File: config.mk
export PLATFORM = sky130hd
export DESIGN_NAME = neopixel_driver
export DESIGN_NICKNAME = d
export VERILOG_FILES = /design/src/rtl/neopixel_pkg.sv /design/src/rtl/neopixel_driver_counter.sv /design/src/rtl/neopixel_driver.sv
export SDC_FILE = /design/constraint.sdc
export NUM_CORES = 1
export LEC_CHECK = 0
export BUFFER_PORTS_ARGS = -buffer_cell sky130_fd_sc_hd__buf_2
export CORE_MARGIN = 1
export CORE_UTILIZATION = 45
export DETAILED_ROUTE_END_ITERATION = 8
export SYNTH_ARGS = -nofsm -noshare
export SYNTH_HDL_FRONTEND = slang
export SYNTH_HIERARCHICAL = 1
export SYNTH_SLANG_ARGS = --single-unit
File: constraint.sdc
create_clock -name clock -period 5.9 [get_ports clock]
set_input_delay 0.885 -clock clock [delete_from_list [all_inputs] [get_ports clock]]
set_output_delay 0.885 -clock clock [all_outputs]
set_load 0.02 [all_outputs]
File: src/rtl/neopixel_pkg.sv
// Shared types, default WS2812 timing and the frame bit-order mapping
// for the NeoPixel output stage.
package neopixel_pkg;

  typedef enum logic [1:0] {
    RED   = 2'd0,
    GREEN = 2'd1,
    BLUE  = 2'd2
  } color_t;

  typedef enum logic [1:0] {
    S_IDLE,
    S_HIGH,
    S_LOW,
    S_LATCH
  } state_t;

  localparam int unsigned DEF_NUM_PIXELS = 5;
  localparam int unsigned DEF_T0H        = 18;
  localparam int unsigned DEF_T0L        = 44;
  localparam int unsigned DEF_T1H        = 36;
  localparam int unsigned DEF_T1L        = 26;
  localparam int unsigned DEF_LATCH      = 2600;
  localparam int unsigned BITS_PER_PIXEL = 24;

  typedef struct packed {
    logic [2:0] pix;
    color_t     col;
    logic [2:0] bitn;
  } bit_loc_t;

  function automatic int unsigned max3(input int unsigned a, input int unsigned b,
                                       input int unsigned c);
    int unsigned m;
    m = (a > b) ? a : b;
    return (m > c) ? m : c;
  endfunction

  // Frame bit b -> pixel b/24, byte order G,R,B, each byte MSB first.
  function automatic bit_loc_t bit_loc(input int unsigned b);
    bit_loc_t    loc;
    int unsigned r;
    r        = b % BITS_PER_PIXEL;
    loc.pix  = 3'(b / BITS_PER_PIXEL);
    loc.bitn = 3'(7 - (r % 8));
    case (r / 8)
      32'd0:   loc.col = GREEN;
      32'd1:   loc.col = RED;
      default: loc.col = BLUE;
    endcase
    return loc;
  endfunction

endpackage

File: src/rtl/neopixel_driver_counter.sv
// Up-counter with synchronous clear and load; holds at all-ones instead of wrapping.
module counter #(
  parameter int unsigned WIDTH = 8
) (
  input  logic             clk_i,
  input  logic             rst_i,
  input  logic             en_i,
  input  logic             clr_i,
  input  logic             ld_i,
  input  logic [WIDTH-1:0] ld_val_i,
  output logic [WIDTH-1:0] q_o
);

  logic [WIDTH-1:0] cnt_q;

  always_ff @(posedge clk_i) begin
    if (rst_i || clr_i) begin
      cnt_q <= '0;
    end else if (ld_i) begin
      cnt_q <= ld_val_i;
    end else if (en_i && (cnt_q != '1)) begin
      cnt_q <= cnt_q + 1'b1;
    end
  end

  assign q_o = cnt_q;

endmodule

File: src/rtl/neopixel_driver.sv
// WS2812 frame serializer: per-colour pixel buffer, one-wire bit timing,
// latch gap, and the load/send handshake toward the pattern generator.
module neopixel_driver
  import neopixel_pkg::*;
#(
  parameter int unsigned NUM_PIXELS = DEF_NUM_PIXELS,
  parameter int unsigned T0H        = DEF_T0H,
  parameter int unsigned T0L        = DEF_T0L,
  parameter int unsigned T1H        = DEF_T1H,
  parameter int unsigned T1L        = DEF_T1L,
  parameter int unsigned LATCH      = DEF_LATCH
) (
  input  logic       clock,
  input  logic       reset,
  input  logic [2:0] pixel_index,
  input  logic [1:0] color_index,
  input  logic [7:0] color_level,
  input  logic       load_it,
  input  logic       send_it,
  output logic       neo_data,
  output logic       ready_to_load,
  output logic       ready_to_send
);

  localparam int unsigned NBITS = BITS_PER_PIXEL * NUM_PIXELS;
  localparam int unsigned BW    = $clog2(NBITS);
  localparam int unsigned TW    = $clog2(max3(T1H, T0L, LATCH));

  state_t          state_q, state_d;
  logic            neo_q;
  logic            rdy_q;
  logic [7:0]      buf_q [NUM_PIXELS][3];
  logic [BW-1:0]   bit_idx_q;
  logic [TW-1:0]   timer_q;
  logic            bit_en, bit_clr;
  logic            timer_en, timer_clr;
  logic            load_ok;
  logic            cur_bit;
  logic [TW-1:0]   hi_last, lo_last;
  bit_loc_t        loc;

  counter #(.WIDTH(BW)) u_bit_cnt (
    .clk_i    (clock),
    .rst_i    (reset),
    .en_i     (bit_en),
    .clr_i    (bit_clr),
    .ld_i     (1'b0),
    .ld_val_i ('0),
    .q_o      (bit_idx_q)
  );

  counter #(.WIDTH(TW)) u_timer (
    .clk_i    (clock),
    .rst_i    (reset),
    .en_i     (timer_en),
    .clr_i    (timer_clr),
    .ld_i     (1'b0),
    .ld_val_i ('0),
    .q_o      (timer_q)
  );

  always_comb begin
    loc     = bit_loc(32'(bit_idx_q));
    cur_bit = buf_q[loc.pix][loc.col][loc.bitn];
    hi_last = cur_bit ? TW'(T1H - 1) : TW'(T0H - 1);
    lo_last = cur_bit ? TW'(T1L - 1) : TW'(T0L - 1);
    load_ok = rdy_q && (state_q == S_IDLE) && load_it &&
              (32'(pixel_index) < NUM_PIXELS) && (color_index != 2'd3);
  end

  always_comb begin
    state_d = state_q;
    bit_en  = 1'b0;
    bit_clr = 1'b0;
    case (state_q)
      S_IDLE: begin
        if (rdy_q && send_it) begin
          state_d = S_HIGH;
          bit_clr = 1'b1;
        end
      end
      S_HIGH: begin
        if (timer_q == hi_last) state_d = S_LOW;
      end
      S_LOW: begin
        if (timer_q == lo_last) begin
          if (bit_idx_q == BW'(NBITS - 1)) begin
            state_d = S_LATCH;
          end else begin
            state_d = S_HIGH;
            bit_en  = 1'b1;
          end
        end
      end
      S_LATCH: begin
        if (timer_q == TW'(LATCH - 1)) begin
          state_d = S_IDLE;
          bit_clr = 1'b1;
        end
      end
      default: state_d = S_IDLE;
    endcase
    timer_en  = (state_q != S_IDLE);
    timer_clr = (state_d != state_q);
  end

  // neo_data trails the state by one stage; ready returns one cycle after
  // IDLE re-entry, so the first-high to ready span is frame + LATCH exactly.
  always_ff @(posedge clock) begin
    if (reset) begin
      state_q <= S_IDLE;
      neo_q   <= 1'b0;
      rdy_q   <= 1'b1;
    end else begin
      state_q <= state_d;
      neo_q   <= (state_q == S_HIGH);
      rdy_q   <= (state_q == S_IDLE) && (state_d == S_IDLE);
    end
  end

  always_ff @(posedge clock) begin
    if (reset) begin
      for (int unsigned p = 0; p < NUM_PIXELS; p++) begin
        for (int unsigned c = 0; c < 3; c++) begin
          buf_q[p][c] <= '0;
        end
      end
    end else if (load_ok) begin
      buf_q[pixel_index][color_index] <= color_level;
    end
  end

  assign neo_data      = neo_q;
  assign ready_to_load = rdy_q;
  assign ready_to_send = rdy_q;

endmodule

-- Word level (Yosys, flattened, before mapping)
Memory sizes are Yosys's and may differ from the RTL's.
Cells that the tools add are included.
- add/sub/neg operators: 3
- divide/modulo/power cells: 2
- magnitude comparators: 5
- equal/unequal tests: 12
- muxes and demuxes: 30
- bitwise operators: 2
- reduce and logical (&&, ||, !) cells: 16
- operator list (cell ; number):
    $mux W24 ; 3
    $div A7 B5 Y32 const B ; 1
    $logic_not A32 Y1 ; 1
    $mod A7 B5 Y32 const B ; 1
    $eq A29 B1 Y1 const B ; 1
    $eq A12 B6 Y1 ; 2
    $mux W8 ; 3
    $reduce_or A24 Y1 ; 1
    $bmux W8 S2 ; 1
    $demux W8 S2 ; 1
    $add A12 B1 Y12 const B ; 1
    $eq A12 B12 Y1 const B ; 1
    $mux W6 ; 2
    $ne A12 B12 Y1 const B ; 1
    $mux W1 ; 10
    $mux W2 ; 5
    $logic_and A1 B1 Y1 ; 9
    $pmux W2 S4 ; 1
    $add A7 B1 Y7 const B ; 1
    $eq A7 B7 Y1 const B ; 1
    $ne A7 B7 Y1 const B ; 1
    $ge A3 B3 Y1 const B ; 2
    $not A2 Y3 ; 2
    $eq A2 B2 Y1 const B ; 2
    other kinds (14) ; 16
- register bits after elaboration: 23
- memory bits (writable): 120
- logic and storage cells: 76
- memories kept: 1
- memories (name ; depth ; width ; read ports ; clocked after Yosys merged registers in ; write ports ; line ; RTL):
    buf_q ; 5 ; 24 ; 1 ; 0 ; 5 ; neopixel_driver.sv:32 ; logic [7:0] buf_q [NUM_PIXELS][3];

-- Logic depth before layout (Yosys ltp)
- depth after elaboration: 15
- gate-level depth with buffers: 22

-- By module
Netlist, hierarchy kept.
- modules (own cells, without submodules) (module ; instances ; cells each ; area each (um2)):
    neopixel_driver ; 1 ; 783 ; 9532.9
    counter (u_timer) ; 1 ; 88 ; 748.2
    counter (u_bit_cnt) ; 1 ; 58 ; 475.5

-- Least setup slack after synthesis
No wires, ideal clock.
- path kind: register -> register
- start point: register u_bit_cnt.cnt_q[6] (netlist: u_bit_cnt/q_o[6])
- end point: register u_timer.cnt_q[9] (netlist: u_timer/q_o[9])
- setup time: 120 ps
- arrival: 4417 ps
- data required time: 5780 ps
- setup slack: 1363 ps
- stages on the path, launching flop included: 19
- clock period less this slack: 4537 ps
- cell sequence: dfxtp_1 -> ha_1 -> nand2b_1 -> a221o_1 -> buf_4 -> mux2i_1 -> a32o_1 -> nor4_1 -> or4bb_1 -> or4_1 -> o2111a_1 -> nand3_2 -> mux2_4 -> a211o_1 -> a21bo_2 -> o211ai_1 -> nor2_1 -> o311a_1 -> o31a_1
- longest elaborated chain between the ends: 15
- ends and longest elaborated chain (item ; line ; RTL):
    start: declaration ; neopixel_driver_counter.sv:14 ; logic [WIDTH-1:0] cnt_q;
    start signal: assignment ; neopixel_driver_counter.sv:20 ; cnt_q <= ld_val_i;
    start signal: assignment ; neopixel_driver_counter.sv:22 ; cnt_q <= cnt_q + 1'b1;
    $mod A7 B5 Y32 ; neopixel_pkg.sv:43 ; r = b % BITS_PER_PIXEL;
    $eq A29 B1 Y1 or $logic_not A32 Y1 (tied branches) ; neopixel_pkg.sv:46 ; case (r / 8)
    $pmux W2 S2 ; neopixel_pkg.sv:46 ;
    $not A2 Y3 (implied by the code) ; neopixel_driver.sv:64 ; cur_bit = buf_q[loc.pix][loc.col][loc.bitn];
    $bmux W8 S2 ; neopixel_driver.sv:64 ;
    $mux W8 (implied by the code) (2 in series) ; neopixel_driver.sv:64 ;
    $bmux W1 S3 ; neopixel_driver.sv:64 ;
    $mux W1 (implied by the code) ; neopixel_driver.sv:64 ;
    $mux W6, on equally long branches ; neopixel_driver.sv:66, neopixel_driver.sv:65 ;
    $eq A12 B6 Y1, on equally long branches ; neopixel_driver.sv:86, neopixel_driver.sv:83 ;
    $mux W2, on equally long branches ; neopixel_driver.sv:86, neopixel_driver.sv:83 ;
    $pmux W2 S4 (*) ; neopixel_driver.sv:75 ; case (state_q)
    $ne A2 B2 Y1 (*) ; neopixel_driver.sv:104 ; timer_clr = (state_d != state_q);
    net timer_clr ; neopixel_driver.sv:36 ; logic timer_en, timer_clr;
    $logic_or A1 B1 Y1 (*) ; neopixel_driver_counter.sv:17 ; if (rst_i || clr_i) begin
    end signal: assignment ; neopixel_driver_counter.sv:20 ;
    end signal: assignment ; neopixel_driver_counter.sv:22 ;
    end: declaration ; neopixel_driver_counter.sv:14 ;
The timed path passes the listed nets; every way through them passes the cells marked *. The select of a mux whose other input is x is not followed.
A chain may end at the register's enable or synchronous reset.

-- Final worst setup path
- start point: register u_bit_cnt.cnt_q[5] (netlist: u_bit_cnt/q_o[5])
- end point: register u_bit_cnt.cnt_q[5] (netlist: u_bit_cnt/q_o[5])
- longest elaborated chain between the ends: 14
- ends and longest elaborated chain (item ; line ; RTL):
    $mod A7 B5 Y32 ; neopixel_pkg.sv:43 ;
    $eq A29 B1 Y1 or $logic_not A32 Y1 (tied branches) ; neopixel_pkg.sv:46 ;
    $pmux W2 S2 ; neopixel_pkg.sv:46 ;
    $not A2 Y3 (implied by the code) ; neopixel_driver.sv:64 ;
    $bmux W8 S2 ; neopixel_driver.sv:64 ;
    $mux W8 (implied by the code) (2 in series) ; neopixel_driver.sv:64 ;
    $bmux W1 S3 ; neopixel_driver.sv:64 ;
    $mux W1 (implied by the code) ; neopixel_driver.sv:64 ;
    $mux W6 ; neopixel_driver.sv:66 ; lo_last = cur_bit ? TW'(T1L - 1) : TW'(T0L - 1);
    $eq A12 B6 Y1 ; neopixel_driver.sv:86 ; if (timer_q == lo_last) begin
    $mux W1 (*) ; neopixel_driver.sv:86 ;
    $mux W1 (*) ; neopixel_driver.sv:75 ;
    net bit_en ; neopixel_driver.sv:35 ; logic bit_en, bit_clr;
    $logic_and A1 B1 Y1 (*) ; neopixel_driver_counter.sv:21 ; end else if (en_i && (cnt_q != '1)) begin
Marks and branches as above.

==> results summary <==
The run finished with clean final reports. The worst-case register-to-register setup slack came out at 0.39 ns. The largest fanout of any net on the critical path came out at 21. Setup repair after global routing left no endpoint under its margin. The number of rows in the core area came out at between 50 and 60. The arrival time at the worst endpoint came out at 5.95 ns. The congestion estimate from routability-driven global placement came to 0.877.

The clock-pin slew reported for the worst setup and hold paths after clock tree synthesis came out at 0.06 ns. The detailed-placement wirelength estimate came out at roughly 20000 um. The final global-route overflow total came out at 0.

The initial utilization of the core area, before any placement, comes to 0.458. The first global-routing pass estimated approximately 44000 um of wire. Including well taps, the total number of placed cells is about 1300.

Clock tree synthesis selected as its root buffer the cell sky130_fd_sc_hd__clkbuf_16. The count of H-tree levels built during CTS came out at 1. The number of clock sinks came out at roughly 220. The utilization after layout came out at 0.523.

The number of diodes added for antenna fixing is 0. The cell area after synthesis came out at 0.0108 sq mm. Counting the buffers created by CTS gives 24. STA classifies the critical path startpoint as a flop. The clock period minus worst slack came out at 5.51 ns. The number of buffers between clock root and the deepest sink came out at 3. The count of buffers added by post-CTS timing repair for setup came out at 0. The total power consumption of the routed design is 3.82 mW. The area growth from synthesis to layout is 14.2%. The worst min-delay path endpoint is u_timer/q_o[9]. In this run the most critical hold path is launched from u_timer/q_o[9]. The instance count of the mapped netlist is roughly 930. The quantity of I/O buffers inserted on ports came out at 19. The final routed wire length divided by cell count came out at 20.6 um.

For this run, the leading register cell type out of synthesis is sky130_fd_sc_hd__edfxtp_1. Power spread over the standard cell area amounts to 311 mW/mm^2. The detailed router's first-iteration violation count came out at 750. The path class of the tightest hold or removal check is flop to flop.

The number of antenna violations at the first check in global routing is 0. The endpoint kind of the worst setup timing path is a flop. The max-capacitance violation count is 0.

The worst-case clock skew came out at 0.0352 ns. A synthesized cell averages 11.6 sq um. Measured along the x axis, the die boundary spans approximately 160 um. Entering global routing, the biggest net connects 35 pins. The final layout contains routed wiring with a total length of 28500 um. The first detailed-routing pass took 6 iterations.

For the worst flop-to-flop path, the logic depth is 18. The endpoint of the worst register-to-register path is u_bit_cnt/q_o[5]. Synthesis inferred 215 register bits. The final number of setup-violating endpoints is 0. The transition time at the pin with the least slew margin came out at 1.06 ns. The count of boundary I/O pins came out at 20. In this run the critical register-to-register path is launched from u_bit_cnt/q_o[5]. The async set-or-reset flop fraction in the synthesized netlist is 0. The hold-fix buffer count after cts came out at 0. The DRC violation count after routing is 0. The count of unique library cells instantiated by Yosys is 91. The sequential area share after synthesis came out at 0.579. The count of antenna-violating nets left after detailed routing is 0.

The worst setup path is of the flop to flop kind. The count of final hold-check violations is 0. The worst-case setup slack after placement is 0.178 ns.

In the post-route analysis, the smallest setup slack over all paths is 0.390 ns. The clock reaches the later pin of the worst-skew pair after 0.55 ns. The commonest non-fill, non-tap cell in the layout is sky130_fd_sc_hd__edfxtp_1. The total negative slack came out at 0 ns. For the worst setup path, the data required time is between 6 and 7 ns.

The global-route usage over all layers came out at 0.240. The average vias per placed instance came out at between 5 and 6. Counting flops with a built-in enable in the synthesized netlist gives 192. The layout filler cell count came out at 2091.

The cell count of the worst hold path is 1. The number of max-slew violations in the final report came out at 0. The floorplan step defined a die boundary enclosing 0.0245 sq mm. Of the cells placed in the final design, the portion with a size suffix greater than 1 is 0.120.

The via count of the first global-routing pass is 7420. TritonCTS built the clock tree. The period utilization is 0.934.

The library cells used most frequently in the layout, excluding fill and tap cells, are 192 x sky130_fd_sc_hd__edfxtp_1, 137 x sky130_fd_sc_hd__nor2_1, 127 x sky130_fd_sc_hd__nand2_1. The reported leakage power is 4.40 nW. IR analysis of the VDD net gives a maximum drop of 0.227 mV. Based on the critical path, the design can be clocked at up to approximately 180 MHz. In this run the standard cell core region covers 0.0235 sq mm. After the flow finishes, the layout carries non-filler instances totaling 1384. The count of yosys warnings during synthesis is 6.

The height of the die came out at 157 um. In this run the tightest slew margin relative to its limit is 0.293. The routed layout has 7792 vias. The count of instances resized after the clock tree is built is 0. The final net count came out at between 1000 and 1500.
[sequential cells by signal, summed over array words and instances (netlist names)]
| name | flops |
|---|---|
| buf_q | 192 |
| neo_data | 1 |
| ready_to_load | 1 |
| state_q | 2 |
| u_bit_cnt/q_o | 7 |
| u_timer/q_o | 12 |
[critical path: stages, from the launching register on]
cell	delay [ns]
sky130_fd_sc_hd__dfxtp_1	0.34
sky130_fd_sc_hd__buf_4	0.25
sky130_fd_sc_hd__ha_1	0.27
sky130_fd_sc_hd__nor2b_1	0.21
sky130_fd_sc_hd__o221ai_1	0.26
sky130_fd_sc_hd__a32o_1	0.44
sky130_fd_sc_hd__nor3_4	0.54
sky130_fd_sc_hd__buf_4	0.31
sky130_fd_sc_hd__mux2i_1	0.33
sky130_fd_sc_hd__o22ai_1	0.14
sky130_fd_sc_hd__a311oi_1	0.31
sky130_fd_sc_hd__and4b_1	0.26
sky130_fd_sc_hd__nand3_2	0.16
sky130_fd_sc_hd__mux2i_1	0.19
sky130_fd_sc_hd__nor3_2	0.20
sky130_fd_sc_hd__and3_1	0.43
sky130_fd_sc_hd__nand4_1	0.15
sky130_fd_sc_hd__or4_1	0.40
sky130_fd_sc_hd__a31oi_1	0.20
[area by class of cell]
| cell class | count | area, sq um | area share |
|---|---|---|---|
| clock buffer | 31 | 627 | 0.0510 |
| clock inverter | 12 | 135 | 0.0110 |
| inverter | 22 | 82.6 | 0.00673 |
| multi-input combinational | 745 | 4540 | 0.370 |
| sequential | 215 | 6230 | 0.507 |
| tap | 319 | 399 | 0.0325 |
| timing repair buffer | 40 | 265 | 0.0216 |
[metal layers]
layer,track usage,vias up,wire length [um]
li1,-,3665,-
met1,0.328,3844,12700
met2,0.401,229,13700
met3,0.0291,54,1380
met4,0.0677,0,730
met5,0,-,0
[where the power goes]
part           switching, mW  internal, mW  leakage (nW)
Combinational          0.389         0.207          1.87
Clock                  0.605         0.841         0.362
Sequential            0.0462          1.73          2.17
Total                   1.04          2.78          4.40
[worst max-delay path by stage]
stage | from | to | cells after the start
final | u_bit_cnt/q_o[5] | u_bit_cnt/q_o[5] | 18
after global routing | u_bit_cnt/q_o[5] | u_bit_cnt/q_o[5] | 18
after CTS | u_bit_cnt/q_o[6] | u_timer/q_o[7] | 19
after detailed placement | u_bit_cnt/q_o[5] | u_timer/q_o[7] | 19
after global placement | u_bit_cnt/q_o[5] | u_timer/q_o[7] | 19
after floorplan | u_bit_cnt/q_o[6] | u_timer/q_o[9] | 18
[cells by family (layout without fill, tap and decap cells)]
family,Yosys count,count (layout),share of synthesized area
DFF,215,215,0.579
AOI/OAI and AO/OA,161,161,0.117
muxes,61,61,0.0685
and+or+nand+nor,408,408,0.183
buffers and inverters,68,105,0.0363
other,1,100,0.000349
xor gates and xnor gates,6,6,0.00489
adders and majority gates,9,9,0.0105
[synthesized netlist by cell type (12+ instances only)]
library cell | count | area (sq um)
sky130_fd_sc_hd__edfxtp_1 | 192 | 5770
sky130_fd_sc_hd__nand4_1 | 16 | 100
sky130_fd_sc_hd__inv_1 | 22 | 82.6
sky130_fd_sc_hd__a21oi_1 | 22 | 110
sky130_fd_sc_hd__and2_1 | 12 | 75.1
sky130_fd_sc_hd__dfxtp_1 | 23 | 460
sky130_fd_sc_hd__a211oi_1 | 15 | 113
sky130_fd_sc_hd__a31oi_1 | 15 | 93.8
sky130_fd_sc_hd__nand2_1 | 127 | 477
sky130_fd_sc_hd__buf_4 | 13 | 97.6
sky130_fd_sc_hd__nor3_1 | 14 | 70.1
sky130_fd_sc_hd__nand3_1 | 29 | 145
sky130_fd_sc_hd__nor2_1 | 138 | 518
sky130_fd_sc_hd__mux2i_1 | 44 | 440
sky130_fd_sc_hd__o21ai_0 | 22 | 110
sky130_fd_sc_hd__clkbuf_1 | 19 | 71.3
[metrics by stage]
| step | hold WS, ns | cell area (sq um) |
|---|---|---|
| finish | 0.587 | 12300 |
| global route | 0.631 | 12300 |
| detailed placement | 0.571 | 11500 |
| floorplan | 0.506 | 11100 |
| global placement | 0.565 | 11500 |
| CTS | 0.582 | 12300 |
No activity file was read; power rests on OpenSTA's default activity.
